===== src/rtl/vector_load_unit.sv =====
// Vector/scalar load unit: fetches 1 or LANES words from memory and issues one register-file write.
// Optional build macro VLU_TIMEOUT_EN bounds each memory wait by TIMEOUT cycles and reports err.
module vector_load_unit #(
   parameter int LANES   = 16,
   parameter int DW      = 32,
   parameter int AW      = 32,
   parameter int STRIDE  = 4,
   parameter int TIMEOUT = 255
) (
   input  logic                clk,
   input  logic                rst,
   input  logic                start,
   input  logic                vec_mode,
   input  logic [AW-1:0]       base_addr,
   input  logic [3:0]          dest_reg,
   output logic                busy,
   output logic                done,
   output logic                err,
   output logic                mem_req,
   output logic [AW-1:0]       mem_addr,
   input  logic                mem_valid,
   input  logic [DW-1:0]       mem_rdata,
   output logic                rf_we,
   output logic [3:0]          rf_wa,
   output logic                rf_wsel,
   output logic [LANES*DW-1:0] rf_wd
);

   localparam int LW = (LANES > 1) ? $clog2(LANES) : 1;

   localparam logic [1:0] S_IDLE  = 2'd0;
   localparam logic [1:0] S_REQ   = 2'd1;
   localparam logic [1:0] S_WAIT  = 2'd2;
   localparam logic [1:0] S_WRITE = 2'd3;

   localparam logic [LW-1:0] LAST_LANE = LW'(LANES - 1);

   logic [1:0]          state;
   logic                vec_r;
   logic [3:0]          dest_r;
   logic [AW-1:0]       addr_r;
   logic [LW-1:0]       lane_cnt;
   logic [LANES*DW-1:0] lane_buf;
   logic                last_word;
   logic                wait_expired;

   assign last_word = (lane_cnt == LAST_LANE);

`ifdef VLU_TIMEOUT_EN
   localparam int TW = (TIMEOUT > 1) ? $clog2(TIMEOUT + 1) : 1;

   logic [TW-1:0] wait_cnt;
   logic          err_r;

   // Fires in the TIMEOUT-th consecutive WAIT cycle without data.
   assign wait_expired = (state == S_WAIT) && !mem_valid && (wait_cnt == TW'(TIMEOUT - 1));

   always_ff @(posedge clk) begin
      if (rst) begin
         wait_cnt <= '0;
         err_r    <= 1'b0;
      end else begin
         err_r <= wait_expired;
         if (state != S_WAIT)
            wait_cnt <= '0;
         else if (!mem_valid)
            wait_cnt <= wait_cnt + 1'b1;
      end
   end

   assign err = err_r;
`else
   assign wait_expired = 1'b0;
   assign err          = 1'b0;
`endif

   // NOTE: state registers take non-blocking assignments so every branch sees pre-edge values.
   always_ff @(posedge clk) begin
      if (rst) begin
         state    <= S_IDLE;
         vec_r    <= 1'b0;
         dest_r   <= '0;
         addr_r   <= '0;
         lane_cnt <= '0;
         // NOTE: the lane buffer is reset too, so rf_wd reads 0 out of reset.
         lane_buf <= '0;
      end else begin
         case (state)
            S_IDLE: begin
               if (start) begin
                  vec_r    <= vec_mode;
                  dest_r   <= dest_reg;
                  addr_r   <= base_addr;
                  lane_buf <= '0;
                  lane_cnt <= vec_mode ? '0 : LAST_LANE;
                  state    <= S_REQ;
               end
            end
            S_REQ: state <= S_WAIT;
            S_WAIT: begin
               if (mem_valid) begin
                  for (int i = 0; i < LANES; i++) begin
                     if (lane_cnt == LW'(i))
                        lane_buf[i*DW +: DW] <= mem_rdata;
                  end
                  if (last_word) begin
                     state <= S_WRITE;
                  end else begin
                     lane_cnt <= lane_cnt + 1'b1;
                     addr_r   <= addr_r + AW'(STRIDE);
                     state    <= S_REQ;
                  end
               end else if (wait_expired) begin
                  state <= S_IDLE;
               end
            end
            S_WRITE: state <= S_IDLE;
            default: state <= S_IDLE;
         endcase
      end
   end

   // Write-side outputs come straight from registers, so they hold steady through WRITE.
   assign busy     = (state != S_IDLE);
   assign mem_req  = (state == S_REQ);
   assign mem_addr = addr_r;
   assign rf_we    = (state == S_WRITE);
   assign done     = rf_we;
   assign rf_wa    = dest_r;
   assign rf_wsel  = vec_r;
   assign rf_wd    = lane_buf;

endmodule


===== config.mk =====
export PLATFORM = sky130hd
export DESIGN_NAME = vector_load_unit
export DESIGN_NICKNAME = d
export VERILOG_FILES = /design/src/rtl/vector_load_unit.sv
export SDC_FILE = /design/constraint.sdc
export NUM_CORES = 1
export LEC_CHECK = 0
export BUFFER_PORTS_ARGS = -buffer_cell sky130_fd_sc_hd__buf_2
export CAP_MARGIN = 20
export CORE_AREA = 2 2 242 244
export DETAILED_ROUTE_END_ITERATION = 7
export DIE_AREA = 0 0 244 246
export PLACE_DENSITY = 0.7
export SETUP_SLACK_MARGIN = 0.05
export SYNTH_ARGS = -nofsm -noshare
export SYNTH_HDL_FRONTEND = slang
export SYNTH_SLANG_ARGS = --single-unit

===== constraint.sdc =====
create_clock -name clk -period 4.2 [get_ports clk]
set_input_delay 0.84 -clock clk [delete_from_list [all_inputs] [get_ports clk]]
set_output_delay 0.84 -clock clk [all_outputs]
set_load 0.005 [all_outputs]

==> results of run 1 <==
==> worst reg2reg max path, delay by kind of cell (launching register included) <==
kind                   cells  cell delay, ns
flip-flops                 1            0.44
AND/OR/NAND/NOR            2            0.76
buffers and inverters      2            0.77
AO/OA/AOI/OAI              2            0.31
multiplexers               1            0.42
==> final timing paths <==
path	startpoint	to	slack, ns	depth (start not counted)
worst max-delay path	state[1]	rf_wd[104]	1.42	7
worst min-delay path	rf_wd[242]	rf_wd[242]	0.45	2
worst max register to register	state[1]	rf_wd[104]	1.42	7
worst min register to register	rf_wd[242]	rf_wd[242]	0.45	2
==> kinds of logic after synthesis <==
kind of cell,Yosys count
and+or+nand+nor,1241
AOI/OAI and AO/OA,640
DFF,555
buffers and inverters,259
adders and majority gates,5
muxes,2
other,1
==> per-layer routing <==
layer / vias to the layer above / GRT usage
li1: 9769 / -
met1: 9742 / 0.326
met2: 1042 / 0.425
met3: 205 / 0.0746
met4: 0 / 0.122
met5: - / 0
==> cell usage in the layout (no fill, tap or decap), drive strengths merged, types with 2 or more instances in the layout <==
master / count
a21o: 14
nand2b: 3
nor3: 15
o31ai: 3
a21oi: 560
clkbuf: 86
o21a: 2
o32ai: 2
mux2i: 2
or4: 8
nand3b: 2
nand3: 20
inv: 3
o22ai: 2
a2bb2oi: 2
and4: 5
o21ai: 15
o211ai: 5
a211oi: 12
and2: 37
or3: 3
nand4: 10
clkinv: 11
a31oi: 7
nand2: 1085
a32o: 2
and3: 10
nor2: 28
a211o: 2
nor4: 4
dfxtp: 555
nor2b: 4
buf: 697
nor3b: 3
bufinv: 5
ha: 5
a22oi: 6
or2: 2
==> per-stage QoR <==
step                instance area, sq um  setup slack (ns)  power, mW
global placement                   24400              1.02       6.74
CTS                                26400              1.46       11.9
detailed placement                 24400              1.04       6.75
finish                             26400              1.42       11.9
global route                       26400              1.23       12.2
floorplan                          21100              2.09       6.28
==> flip-flops by register name, summed over array words and instances (netlist names) <==
name and count:
rf_wa 4, lane_cnt 4, state 2, rf_wd 512, rf_wsel 1, mem_addr 32
==> final cells by class <==
class	count	share of cell area
flip-flops and latches	555	0.421
multi-input cells	1889	0.327
repair buffers	697	0.142
clock buffers	86	0.0637
well taps	765	0.0363
clock inverters	17	0.00930
inverters	3	0.000427
diodes	1	0.0000949
==> power groups by stage <==
stage,registers [mW],logic [mW],clock network [mW]
global route,5.47,1.27,5.49
CTS,5.46,1.18,5.28
finish,5.46,1.19,5.22
floorplan,5.56,0.715,0
global placement,5.57,1.17,0
detailed placement,5.57,1.18,0
==> flow_metrics.py, run 1 <==
metrics = {
    "yosys": {
        "synth_xor_xnor_area_share": 0,
        "ys_seq_elements": 555,
        "synth_enable_flop_cells": 0,
        "synthDistinctLibCells": 57,
        "synth_top_family_by_area": "simple AND/OR/NAND/NOR gates",
        "synth.area.top_cells": "dfxtp_1, nand2_1, a21oi_1",
        "synth.most_common_cell": "nand2_1",
        "yosys.area_share.simple": 0.236,
        "syn_area_per_cell_sq_um": 7.79,
        "netlist.area_leader.share": 0.528,
        "async_reset_ff_frac": 0,
        "ys_warn_count": 0,
        "yosysTopAreaCell": "dfxtp_1",
        "synth-compound-area-share": 0.169,
        "synth_nets": 2781,
        "ys_seq_area_frac": 0.528,
        "netlist_area_sq_mm": 0.0211,
        "synthAdderAreaFrac": 0.00297,
        "synth_cells": 2703,
        "ys.flop_type": "dfxtp_1",
        "synth.top_cells.by_count": "nand2_1, dfxtp_1, a21oi_1",
        "synthMuxAreaShare": 0.00113,
    },
    "global_routing": {
        "antenna_found_initial": 7,
        "grt_pass1_vias": 19116,
        "grt_max_degree": 127,
        "grt.total_usage": 0.264,
        "grt_pass1_wl_mm": 121,
        "overflow": 0,
    },
    "pwr": {
        "max-vdd-ir-drop_mv": 0.314,
        "internal_power_mw": 8.73,
        "p_leak_nw": 10.9,
        "p_switching_mw": 3.14,
        "seqPwrFrac": 0.460,
        "combPwrFrac": 0.100,
        "p_clk_frac": 0.439,
        "sw_frac_of_total": 0.265,
        "powerDensity_mw_per_mm2": 450,
    },
    "sta": {
        "slew_violations": 0,
        "rsz0062_at_grt": "false",
        "setup_viol": 0,
        "period_share": 0.663,
        "final.setup_skew_ns": 0.0193,
        "worstMarginPinSlew_ns": 1.14,
        "relSlewSlack": 0.242,
        "fin_setup_tns_ns": 0,
        "fmax_mhz": 359,
        "hold_viol": 0,
        "hold_slack_ns": 0.449,
        "fin_crit_ns": 2.78,
    },
    "routing": {
        "routed.top_layer": "met4",
        "wl_met2_mm": 38.3,
        "via_per_inst": 5.17,
        "wl_per_cell_microns": 20.7,
        "wirelength_mm": 83.0,
        "drc": 0,
        "drt_pre_antenna_iters": 5,
        "vias": 20758,
        "met1_length_mm": 32.3,
        "wl_met3_mm": 8.60,
        "ant_nets": 0,
        "drt-initial-drc-count": 1478,
    },
    "clock_network": {
        "post-cts-setup-buffers": 0,
        "cts_tree": "done",
        "clk_latency_ns": 0.62,
        "ctsResizeCount": 0,
        "cts_buffer_depth": 3,
        "htreeDepth": 2,
        "cts_root_buffer": "clkbuf_16",
        "cts_buffers": 58,
        "cts.sink_count": 555,
        "clkSlewWorstSetupHoldPaths_ns": 0.06,
        "postCtsHoldBufs": 0,
    },
    "worst_setup_path": {
        "worst-path-buf-inv": 2,
        "startpoint_type": "flop",
        "path_cells": "mux2i_2 > or2_2 > buf_4 > a21o_1 > buf_4 > nand2_1 > a21oi_1",
        "cp-end-kind": "flop",
        "cp_common_cell": "buf_4",
        "cpPeakStageDelay_ns": 0.61,
        "cp_max_fo": 32,
        "crit_required_ns": 4.73,
        "crit_family": "buffers and inverters",
        "path_class": "flop to flop",
        "slowest_stage": "or2_2",
        "cp.arrival_ns": 3.31,
    },
    "layout": {
        "nets": 3282,
        "multiInputGateArea_sq_mm": 0.00863,
        "synthToLayoutAreaGrowth_pct": 25.3,
        "drive_above_1_share": 0.249,
        "fillCellCount": 5682,
        "regArea_sq_mm": 0.0111,
        "fin_util": 0.460,
        "fin_cells": 4013,
    },
    "placement": {
        "dp.cells": 3909,
        "dpl.hpwl_mm": 54.9,
        "place.gp.congestion": 0.889,
        "io_buffers": 625,
    },
    "run_status": {
        "status": "finished clean",
    },
    "die": {
        "start_util": 0.367,
        "die_w_microns": 244,
        "coreArea_sq_mm": 0.0574,
        "io_pins": 627,
        "die_h_microns": 246,
        "die_area_sq_mm": 0.0600,
        "placementRows": 88,
    },
    "worst_hold_path": {
        "hp-class": "flop to flop",
    },
    "flow_run": {
        "max_cap_violations": 0,
    },
}
No activity file was read; power rests on OpenSTA's default activity.
==> inputs of run 2 (changes only) <==
Settings changed: PLACE_DENSITY 0.7 to 0.72.
Clock period 4.2 ns to 2.5 ns, I/O delays scaled along.
==> flow_metrics.py, run 2 (synthesized netlist as in run 1, its figures left out) <==
metrics = {
    "sta": {
        "fin_setup_tns_ns": 0,
        "setup_viol": 0,
        "final.setup_skew_ns": 0.0210,
        "slew_violations": 0,
        "worstMarginPinSlew_ns": 1.19,
        "period_share": 0.952,
        "fin_crit_ns": 2.38,
        "hold_viol": 0,
        "fmax_mhz": 420,
        "rsz0062_at_grt": "true",
        "fin_ws_ns": 0.121,
        "relSlewSlack": 0.209,
    },
    "worst_setup_path": {
        "path_class": "flop to flop",
        "cp-end-kind": "flop",
        "cpPeakStageDelay_ns": 0.84,
        "crit_family": "compound AO/OA/AOI/OAI gates",
        "path_cells": "mux2i_2 > or2_2 > buf_12 > a21oi_4 > nand2_1 > a21oi_1",
        "cp_max_fo": 32,
        "slowest_stage": "a21oi_4",
        "worst-path-buf-inv": 1,
        "worstReg2RegEnd": "rf_wd[341]",
        "r2r-start": "state[1]",
        "cp.arrival_ns": 2.92,
        "crit_required_ns": 3.04,
        "rr_worst_depth": 6,
        "rrSetupSlack_ns": 0.12,
        "startpoint_type": "flop",
    },
    "layout": {
        "layout_commonest_cell": "nand2_1",
        "largest_reg_flops": 512,
        "diodes": 0,
        "mostFrequentLayoutCells": "nand2_1, buf_2, dfxtp_1",
        "drive_above_1_share": 0.254,
        "synthToLayoutAreaGrowth_pct": 28.0,
        "nets": 3289,
    },
    "worst_hold_path": {
        "min_from": "dest_reg[1]",
        "worstHoldPathCells": 3,
        "hold_end": "rf_wa[1]",
        "hp-class": "primary input to flop",
    },
    "placement": {
        "dpl.hpwl_mm": 55.1,
        "post-place-ws_ns": -0.0670,
        "io_buffers": 625,
        "place.gp.congestion": 0.925,
    },
    "pwr": {
        "powerDensity_mw_per_mm2": 758,
        "sw_frac_of_total": 0.262,
        "max-vdd-ir-drop_mv": 0.554,
        "p_switching_mw": 5.35,
        "p_leak_nw": 11.2,
        "internal_power_mw": 15.1,
        "p_clk_frac": 0.446,
        "combPwrFrac": 0.105,
        "seqPwrFrac": 0.449,
    },
    "die": {
        "start_util": 0.367,
        "coreArea_sq_mm": 0.0574,
        "placementRows": 88,
        "die_w_microns": 244,
        "io_pins": 627,
        "die_area_sq_mm": 0.0600,
        "die_h_microns": 246,
    },
    "global_routing": {
        "met3_usage": 0.0627,
        "grt-busiest-layer": "met2",
        "grt_max_degree": 107,
        "grt_pass1_vias": 18974,
        "grt_pass1_wl_mm": 120,
        "grtUsageMet2": 0.421,
        "grt.total_usage": 0.261,
        "antenna_found_initial": 3,
        "overflow": 0,
        "use_met1": 0.329,
    },
    "clock_network": {
        "cts_tree": "done",
        "clk_latency_ns": 0.61,
        "postCtsHoldBufs": 0,
        "clkSlewWorstSetupHoldPaths_ns": 0.06,
        "htreeDepth": 2,
        "cts_root_buffer": "clkbuf_16",
        "cts.sink_count": 555,
        "cts_buffer_depth": 3,
        "cts_buffers": 58,
    },
    "routing": {
        "via_per_inst": 5.20,
        "ant_nets": 0,
        "wirelength_mm": 82.3,
        "drt_pre_antenna_iters": 5,
        "vias": 20936,
        "drt-initial-drc-count": 1562,
        "drc": 0,
        "wl_per_cell_microns": 20.5,
    },
    "run_status": {
        "status": "finished clean",
    },
    "flow_run": {
        "max_cap_violations": 0,
    },
}
[run 2: changes by cell type in the layout (fill, tap and decap cells not counted), sizes merged]
cell | before | now
buf | 697 | 704
bufinv | 5 | 6
clkbuf | 86 | 83
clkinv | 11 | 10
clkinvlp | 1 | 5
diode | 1 | 0
inv | 3 | 6
[run 2: layout make-up]
type,instances,area [sq um]
Tap cell,765,957
Timing Repair Buffer,704,4200
Sequential cell,555,11100
Clock inverter,24,317
Inverter,3,11.3
Clock buffer,83,1730
Fill cell,5597,30400
Multi-Input combinational cell,1889,8630
[run 2: how the worst max path moves through the flow]
stage,startpoint,endpoint,slack (ns),depth (start not counted)
4_1_cts,state[1],rf_wd[146],0.1,6
3_5_place_dp,mem_valid,rf_wd[148],-0.07,7
2_1_floorplan,lane_cnt[0],mem_addr[21],0.54,6
5_1_grt,lane_cnt[2],rf_wd[205],0.003,5
6_report,state[1],rf_wd[341],0.12,6
3_3_place_gp,mem_valid,rf_wd[244],-0.005,7
[run 2: stage by stage]
| stage | hold WS (ns) | total power, mW | utilization | instances | area [sq um] |
|---|---|---|---|---|---|
| final | 0.141 | 20.4 | 0.470 | 4023 | 26900 |
| after global routing | 0.131 | 21.0 | 0.470 | 4023 | 26900 |
| after CTS | 0.101 | 20.5 | 0.468 | 4019 | 26800 |
| after detailed placement | 0.443 | 11.5 | 0.432 | 3912 | 24800 |
| after global placement | 0.438 | 11.4 | 0.431 | 3909 | 24700 |
| after floorplan | 0.453 | 10.5 | - | 2703 | 21100 |
[run 2: tightest hold or removal path: cells and delay by family]
kind	cells	cell delay (ns)
AO/OA/AOI/OAI	1	0.05
AND/OR/NAND/NOR	1	0.05
buffers and inverters	1	0.09
[run 2: metal layers]
layer	wire [microns]	part of all wire
met5	0	0
met4	4100	0.050
met3	8640	0.10
met2	37700	0.46
met1	31900	0.39
[run 2: timing repair]
action,4_1_cts,5_1_grt
resized for setup,0,0
buffers inserted,0,0
setup endpoints to repair,0,24
[run 2: power groups by stage]
stage	registers, mW	clock network [mW]	logic (mW)
5_1_grt	9.18	9.57	2.29
3_3_place_gp	9.35	0	2.08
4_1_cts	9.16	9.22	2.11
3_5_place_dp	9.35	0	2.11
6_report	9.17	9.11	2.14
2_1_floorplan	9.35	0	1.20
